<file path="src/rtl/relu_arbiter.sv">
// relu_arbiter: packet-locked round-robin arbiter feeding one ReLU stage through a registered output slot
`timescale 1ns/1ps
module relu_arbiter #(
    parameter int BW    = 32,
    parameter int CNT_W = 16
) (
    input  logic             clk_i,
    input  logic             rst_n_i,
    input  logic [BW-1:0]    s0_data_i,
    input  logic             s0_valid_i,
    input  logic             s0_last_i,
    output logic             s0_ready_o,
    input  logic [BW-1:0]    s1_data_i,
    input  logic             s1_valid_i,
    input  logic             s1_last_i,
    output logic             s1_ready_o,
    output logic [BW-1:0]    data_o,
    output logic             valid_o,
    output logic             last_o,
    output logic             id_o,
    input  logic             ready_i,
    output logic             pkt_done_o,
    output logic [CNT_W-1:0] pkt_beats_o
);
    typedef enum logic [1:0] {IDLE, GNT0, GNT1} state_t;
    state_t           r_state;
    state_t           w_next;
    logic             r_prio;
    logic [CNT_W-1:0] r_cnt;
    logic             w_out_free;
    logic             w_acc0;
    logic             w_acc1;
    logic             w_acc;
    logic             w_acc_last;
    logic [CNT_W-1:0] w_cnt_inc;
    assign w_out_free = !valid_o || ready_i;
    assign w_acc0     = s0_valid_i && s0_ready_o;
    assign w_acc1     = s1_valid_i && s1_ready_o;
    assign w_acc      = w_acc0 || w_acc1;
    assign w_acc_last = (w_acc0 && s0_last_i) || (w_acc1 && s1_last_i);
    assign w_cnt_inc  = &r_cnt ? r_cnt : r_cnt + 1'b1;
    always_ff @(posedge clk_i or negedge rst_n_i) begin
        if (!rst_n_i) r_state <= IDLE;
        else          r_state <= w_next;
    end
    // Only the last beat releases a grant; a valid gap keeps it.
    always_comb begin
        w_next = r_state;
        if (r_state == IDLE)
            w_next = (s0_valid_i && (!s1_valid_i || !r_prio)) ? GNT0 : s1_valid_i ? GNT1 : IDLE;
        else if (w_acc_last)
            w_next = IDLE;
    end
    always_comb begin
        s0_ready_o = (r_state == GNT0) && w_out_free;
        s1_ready_o = (r_state == GNT1) && w_out_free;
    end
    always_ff @(posedge clk_i or negedge rst_n_i) begin
        if (!rst_n_i) begin
            data_o      <= '0;
            valid_o     <= 1'b0;
            last_o      <= 1'b0;
            id_o        <= 1'b0;
            pkt_done_o  <= 1'b0;
            pkt_beats_o <= '0;
            r_cnt       <= '0;
            r_prio      <= 1'b0;
        end else begin
            if (w_acc) begin
                data_o  <= w_acc1 ? s1_data_i : s0_data_i;
                last_o  <= w_acc1 ? s1_last_i : s0_last_i;
                id_o    <= w_acc1;
                valid_o <= 1'b1;
            end else if (w_out_free) begin
                valid_o <= 1'b0;
            end
            pkt_done_o <= w_acc_last;
            if (r_state == IDLE) r_cnt <= '0;
            else if (w_acc)      r_cnt <= w_cnt_inc;
            if (w_acc_last) begin
                pkt_beats_o <= w_cnt_inc;
                r_prio      <= w_acc0;
            end
        end
    end
endmodule

</file>
<file path="config.mk">
export PLATFORM = sky130hd
export DESIGN_NAME = relu_arbiter
export DESIGN_NICKNAME = d
export VERILOG_FILES = /design/src/rtl/relu_arbiter.sv
export SDC_FILE = /design/constraint.sdc
export NUM_CORES = 1
export LEC_CHECK = 0
export CELL_PAD_IN_SITES_DETAIL_PLACEMENT = 0
export CELL_PAD_IN_SITES_GLOBAL_PLACEMENT = 2
export CORE_ASPECT_RATIO = 0.75
export CORE_MARGIN = 2
export CORE_UTILIZATION = 25
export CTS_CLUSTER_DIAMETER = 60
export DETAILED_ROUTE_END_ITERATION = 8
export GPL_ROUTABILITY_DRIVEN = 0
export PLACE_DENSITY = 0.87
export SYNTH_ARGS = -nofsm -noshare
export SYNTH_HDL_FRONTEND = slang
export SYNTH_SLANG_ARGS = --single-unit
</file>
<file path="constraint.sdc">
create_clock -name clk_i -period 2.2 [get_ports clk_i]
set_input_delay 0.22 -clock clk_i [delete_from_list [all_inputs] [get_ports clk_i]]
set_output_delay 0.22 -clock clk_i [all_outputs]
set_load 0.01 [all_outputs]
</file>
==> flow_metrics.py, run 1 <==
metrics = {
    "synthesis": {
        "netlist_instances": 391,
        "yosysSeqAreaShare_pct": 52.1,
        "synthArstFlopShare_pct": 100,
        "syn_area_um2": 3410,
        "synth_cell_types": 39,
        "ys_seq_elements": 71,
        "yosys_most_used_dff": "dfrtp_1",
        "synth_edf_count": 0,
        "yosys_warnings": 0,
        "syn_avg_cell_area_um2": 8.72,
        "synth_nets": 463,
    },
    "cells_and_area": {
        "n_antenna_cell": 0,
        "final_cells": 698,
        "drive_gt1_share_pct": 8.54,
        "final_nets": 595,
        "fin_area_um2": 5220,
        "area_delta_synth_final_pct": 53.0,
        "fillers": 1315,
    },
    "global_routing": {
        "grt_max_degree": 72,
        "grt_pass1_wl_um": 16900,
        "grt_antenna_before_repair": 0,
        "track_usage_pct": 14.6,
        "grt_pass1_vias": 3209,
        "grt_overflow_total": 0,
    },
    "clock_network": {
        "cts_made_buffers": 9,
        "clk_path_buf_depth": 2,
        "path_clk_slew_ns": 0.05,
        "htreeDepth": 3,
        "cts_tree": "built",
        "clock_sinks": 71,
        "post_cts_buffers": 0,
        "cts_root_buffer": "clkbuf_16",
        "clk_latency_ns": 0.33,
    },
    "power_and_ir_drop": {
        "p_leak_nw": 2.20,
        "p_per_area_nw_per_um2": 1150,
        "ir_drop_uv": 470,
    },
    "placed_design": {
        "hpwlAfterDp_um": 7790,
        "dp.cells": 682,
        "placed_area_um2": 4950,
        "port_buffers": 124,
    },
    "timing": {
        "skew_ns": 0.00689,
        "worstMarginPinSlew_ns": 0.619,
        "max_freq_mhz": 497,
        "min_period_over_period_pct": 91.5,
        "fin_tns_setup_ns": 0,
        "relSlewSlack_pct": 58.5,
        "finalMaxSlewViolations": 0,
        "rsz0062_at_grt": "no",
        "setup_viol_count_final": 0,
        "hold_viol_final": 0,
        "period_needed_ns": 2.01,
    },
    "worst_setup_path": {
        "crit_path_start_kind": "input pin",
        "rr_endpoint": "r_cnt[1]",
        "cp_max_fo": 4,
        "worst_path_max_delay_cell": "clkdlybuf4s50_1",
        "cp.depth": 6,
        "worstPathCellList": "clkdlybuf4s50_1 > nand2b_1 > buf_4 > nand2_1 > nor2_1 > clkdlybuf4s50_1",
        "cpMostUsedCell": "clkdlybuf4s50_1",
        "path_buf_inv": 3,
        "required_ns": 1.98,
        "path_class": "input pin to primary output",
        "max_stage_delay_ns": 0.57,
        "crit_path_end": "s0_ready_o",
        "r2r_cells": 6,
        "r2r-start": "r_cnt[1]",
        "crit_start": "ready_i",
        "endpoint_kind": "primary output",
        "crit_family": "buffers and inverters",
        "cp.arrival_ns": 1.79,
        "r2r_slack_ns": 0.24,
    },
    "route": {
        "vias": 3281,
        "wl_per_cell_um": 15.3,
        "dr.pass1.iters": 4,
        "drc_errors": 0,
        "postRouteAntennaNets": 0,
        "wl_um": 10700,
        "drt_iter0_drc": 277,
        "vias_per_cell": 4.70,
    },
    "run_status": {
        "status": "completed",
    },
    "run": {
        "maxCapViolCount": 0,
    },
    "floorplanning": {
        "ios": 125,
        "coreArea_um2": 13200,
        "die_h_um": 105,
        "initial_core_util_pct": 25.9,
        "num_rows": 36,
        "die_w_um": 139,
        "dieArea_um2": 14600,
    },
    "worst_hold_path": {
        "hold_class": "input pin to asynchronous set/reset pin",
    },
}
through the flow:
stage          hold WS, ns  power [mW]  util (%)  worst slack (ns)
2_1_floorplan      -0.0756        3.30         -             0.233
3_3_place_gp         0.271        4.70      37.6             0.215
3_5_place_dp         0.268        4.75      37.6             0.126
4_1_cts              0.438        6.10      39.7             0.107
5_1_grt              0.441        6.44      39.7             0.112
6_report             0.444        6.02      39.7             0.188
layer usage:
| layer | share of wire (%) | global-route usage (%) | up-vias |
|---|---|---|---|
| met4 | 1.3 | 3.68 | 0 |
| met3 | 5.7 | 4.12 | 12 |
| met1 | 47 | 19.9 | 1555 |
| met5 | 0 | 0 | - |
| li1 | - | - | 1627 |
| met2 | 46 | 22.8 | 87 |
kinds of logic (layout without fill, tap and decap cells):
group | Yosys count | count (layout) | synth area share [%]
adders and majority gates | 1 | 1 | 0.367
buffers and inverters | 35 | 171 | 4.26
xor gates and xnor gates | 10 | 10 | 2.57
and+or+nand+nor | 178 | 178 | 23.2
muxes | 2 | 2 | 0.624
AOI/OAI and AO/OA | 94 | 94 | 16.9
DFF | 71 | 71 | 52.1
tightest hold or removal path: cells and delay by family:
family | cells | cell delay, ns
buf+inv | 3 | 0.96
what timing repair did:
item | CTS | global route
hold buffers | 1 | 0
setup endpoints to repair | 0 | 4
hold endpoints to repair | 71 | 0
resized for setup | 0 | 1
area by class of cell:
type,count,area [µm²],share of cell area (%)
Sequential cell,71,1780,34.0
Clock inverter,1,5.00,0.0959
Clock buffer,14,254,4.87
Inverter,8,30.0,0.575
Multi-Input combinational cell,285,1490,28.6
Tap cell,171,214,4.10
Timing Repair Buffer,148,1450,27.7
synthesized netlist by cell type, drive strengths merged (2+ instances only):
library cell / n / area [µm²]
dfrtp: 71 / 1780
nor4: 2 / 12.5
o41ai: 2 / 17.5
o22ai: 3 / 18.8
buf: 6 / 36.3
nand3: 11 / 60.1
xor2: 5 / 43.8
nand2: 93 / 349
inv: 8 / 30.0
nand4: 9 / 81.3
o21ai: 25 / 125
or3: 4 / 25.0
clkbuf: 21 / 78.8
o21a: 3 / 22.5
o31ai: 2 / 15.0
nor2: 46 / 173
xnor2: 5 / 43.8
and4b: 2 / 20.0
a21o: 3 / 22.5
nand2b: 2 / 12.5
and3b: 2 / 17.5
nor3: 4 / 20.0
a21oi: 13 / 65.1
and3: 2 / 12.5
o22a: 2 / 17.5
a31oi: 37 / 231
report_power, final:
part,total [mW],switching [mW],internal [mW],leakage (nW)
sequential,2.08,0.316,1.77,0.891
combinational,2.63,1.27,1.36,1.18
clock,1.30,0.516,0.787,0.127
state kept, by name, indices dropped and copies added (netlist names):
name,cells
r_state,2
r_prio,1
r_cnt,16
pkt_done_o,1
id_o,1
valid_o,1
data_o,32
last_o,1
pkt_beats_o,16
cell usage in the layout (no fill, tap or decap), drive strengths merged:
cell,count
inv,8
mux2i,1
mux2,1
a21oi,13
or3,4
xnor2,5
o21ai,25
clkinv,1
and3b,2
nand3,11
or4,1
ha,1
dfrtp,71
dlygate4sd3,1
nor4,2
o22a,2
o22ai,3
o21a,3
clkdlybuf4s50,123
nor3,4
xor2,5
buf,24
a222oi,1
nand2b,2
clkbuf,14
a2111oi,1
nand2,93
o41ai,2
nor2,46
a21o,3
and4b,2
nand4,9
o31ai,2
a31oi,37
a22oi,1
a32o,1
and3,2
worst min-delay path by stage:
stage	start	endpoint	slack [ns]	cells past startpoint
after floorplan	rst_n_i	data_o[0]	-0.08	0
after global placement	rst_n_i	data_o[8]	0.27	2
after detailed placement	rst_n_i	data_o[8]	0.27	2
after CTS	s0_data_i[18]	data_o[18]	0.44	3
after global routing	s0_data_i[18]	data_o[18]	0.44	3
final	rst_n_i	data_o[8]	0.44	3
No activity file was read; power rests on OpenSTA's default activity.
==> run 2: changes to the inputs <==
- CORE_MARGIN: 2 -> not set
- CORE_UTILIZATION: 25 -> 26
- CTS_BUF_LIST: not set -> sky130_fd_sc_hd__clkbuf_4 sky130_fd_sc_hd__clkbuf_8
- PLACE_DENSITY: 0.87 -> 0.9
==> flow_metrics.py, run 2 (synthesized netlist as in run 1, its figures left out) <==
metrics = {
    "route": {
        "wl_um": 10200,
        "wl_met1_um": 5080,
        "dr.pass1.iters": 5,
        "vias_per_cell": 4.74,
        "dr_wl_met2_um": 4450,
        "dr_wl_met3_um": 552,
        "drt_iter0_drc": 162,
        "wl_per_cell_um": 14.7,
        "postRouteAntennaNets": 0,
        "vias": 3277,
        "routed.top_layer": "met4",
        "drc_errors": 0,
    },
    "floorplanning": {
        "die_w_um": 134,
        "dieArea_um2": 13600,
        "initial_core_util_pct": 27.2,
        "ios": 125,
        "die_h_um": 101,
        "num_rows": 35,
        "coreArea_um2": 12500,
    },
    "worst_setup_path": {
        "required_ns": 2.49,
        "crit_path_start_kind": "register",
        "path_class": "register to register",
        "cp_max_fo": 11,
        "cp.arrival_ns": 2.33,
        "rr_endpoint": "r_cnt[1]",
        "r2r_cells": 6,
        "r2r_slack_ns": 0.16,
        "r2r-start": "r_cnt[0]",
        "endpoint_kind": "register",
    },
    "power_and_ir_drop": {
        "p_per_area_nw_per_um2": 1130,
        "p_clk_share_pct": 19.0,
        "p_int_mw": 3.66,
        "power_frac_comb_pct": 45.3,
        "switching_share_pct": 36.5,
        "pwr-share-seq_pct": 35.7,
        "ir_drop_uv": 454,
        "power.net_switching_mw": 2.10,
        "p_leak_nw": 2.15,
    },
    "global_routing": {
        "grt_antenna_before_repair": 0,
        "grt_max_degree": 64,
        "track_usage_pct": 15.4,
        "grt_overflow_total": 0,
        "grt_pass1_wl_um": 16200,
        "grt_pass1_vias": 3084,
    },
    "timing": {
        "min_period_over_period_pct": 92.8,
        "worstMarginPinSlew_ns": 0.674,
        "skew_ns": 0.0120,
        "rsz0062_at_grt": "no",
        "fin_tns_setup_ns": 0,
        "finalMaxSlewViolations": 0,
        "setup_viol_count_final": 0,
        "period_needed_ns": 2.04,
        "hold_viol_final": 0,
        "whs_ns": 0.404,
        "relSlewSlack_pct": 54.8,
        "max_freq_mhz": 490,
    },
    "cells_and_area": {
        "top_register": "data_o",
        "layout_common_cells": "clkdlybuf4s50_1 (123), nand2_1 (93), dfrtp_1 (71), nor2_1 (46), a31oi_1 (37)",
        "largest_register_ffs": 32,
        "final_nets": 592,
        "reg_top3": "data_o x32, pkt_beats_o x16, r_cnt x16",
        "area_delta_synth_final_pct": 50.1,
        "fin_util_pct": 40.9,
        "n_antenna_cell": 0,
        "fillers": 1276,
        "drive_gt1_share_pct": 8.76,
        "layout.cells.most_common": "clkdlybuf4s50_1",
    },
    "clock_network": {
        "post_cts_buffers": 0,
        "clk_path_buf_depth": 2,
        "clock_sinks": 71,
        "clk_latency_ns": 0.36,
        "cts_tree": "built",
        "htreeDepth": 3,
        "cts_made_buffers": 9,
        "path_clk_slew_ns": 0.09,
        "cts_root_buffer": "clkbuf_8",
    },
    "worst_hold_path": {
        "hold_class": "input pin to register",
        "hp-start": "s0_data_i[26]",
        "hold-path-endpoint": "data_o[26]",
        "hold_path_depth": 3,
    },
    "run_status": {
        "status": "completed",
    },
    "run": {
        "maxCapViolCount": 0,
    },
    "placed_design": {
        "port_buffers": 124,
        "hpwlAfterDp_um": 7280,
    },
}
run 2: metal layers:
| metal | track usage, % | up-vias |
|---|---|---|
| met5 | 0 | - |
| met4 | 3.54 | 0 |
| met3 | 5.06 | 5 |
| met2 | 22.5 | 83 |
| met1 | 22.0 | 1569 |
| li1 | - | 1620 |
run 2: power by group through the flow:
stage	registers, mW	clock network [mW]	logic [mW]
finish	2.06	1.09	2.61
global placement	2.07	0	2.61
floorplan	2.21	0	1.09
global route	2.13	1.18	2.87
detailed placement	2.07	0	2.63
CTS	2.06	1.14	2.64
run 2: worst max path at each step:
stage / from / endpoint / slack (ns)
5_1_grt: r_cnt[1] / r_cnt[1] / 0.04
3_5_place_dp: r_cnt[1] / r_cnt[1] / 0.19
4_1_cts: r_cnt[0] / r_cnt[1] / 0.17
3_3_place_gp: ready_i / data_o[24] / 0.21
2_1_floorplan: r_cnt[0] / r_cnt[1] / 0.23
6_report: r_cnt[0] / r_cnt[1] / 0.16
run 2: timing repair:
action / CTS / global route
endpoints found under the hold margin: 43 / 0
hold buffers: 1 / 0
resized for setup: 0 / 0
run 2: cell type report:
cell class              instances  area (µm²)  share of cell area (%)
clock buffers                  10         131                    2.57
clock inverters                 6        71.3                    1.39
inverters                       8        30.0                   0.587
multi-input cells             285        1490                    29.1
flip-flops and latches         71        1780                    34.7
well taps                     166         208                    4.06
repair buffers                145        1410                    27.6
run 2: stage by stage:
stage	total power [mW]	cells	setup slack [ns]	cell area (µm²)
3_5_place_dp	4.70	674	0.191	4910
4_1_cts	5.84	691	0.167	5120
6_report	5.76	691	0.159	5120
5_1_grt	6.19	691	0.0373	5120
3_3_place_gp	4.67	674	0.209	4910
2_1_floorplan	3.30	391	0.233	3410
run 2: critical path: stages, from the launching register on:
cell and delay (ns):
dfrtp_1 0.35, ha_1 0.23, nand3_2 0.10, or4_1 0.70, buf_4 0.26, o21ai_1 0.18, a32o_1 0.16
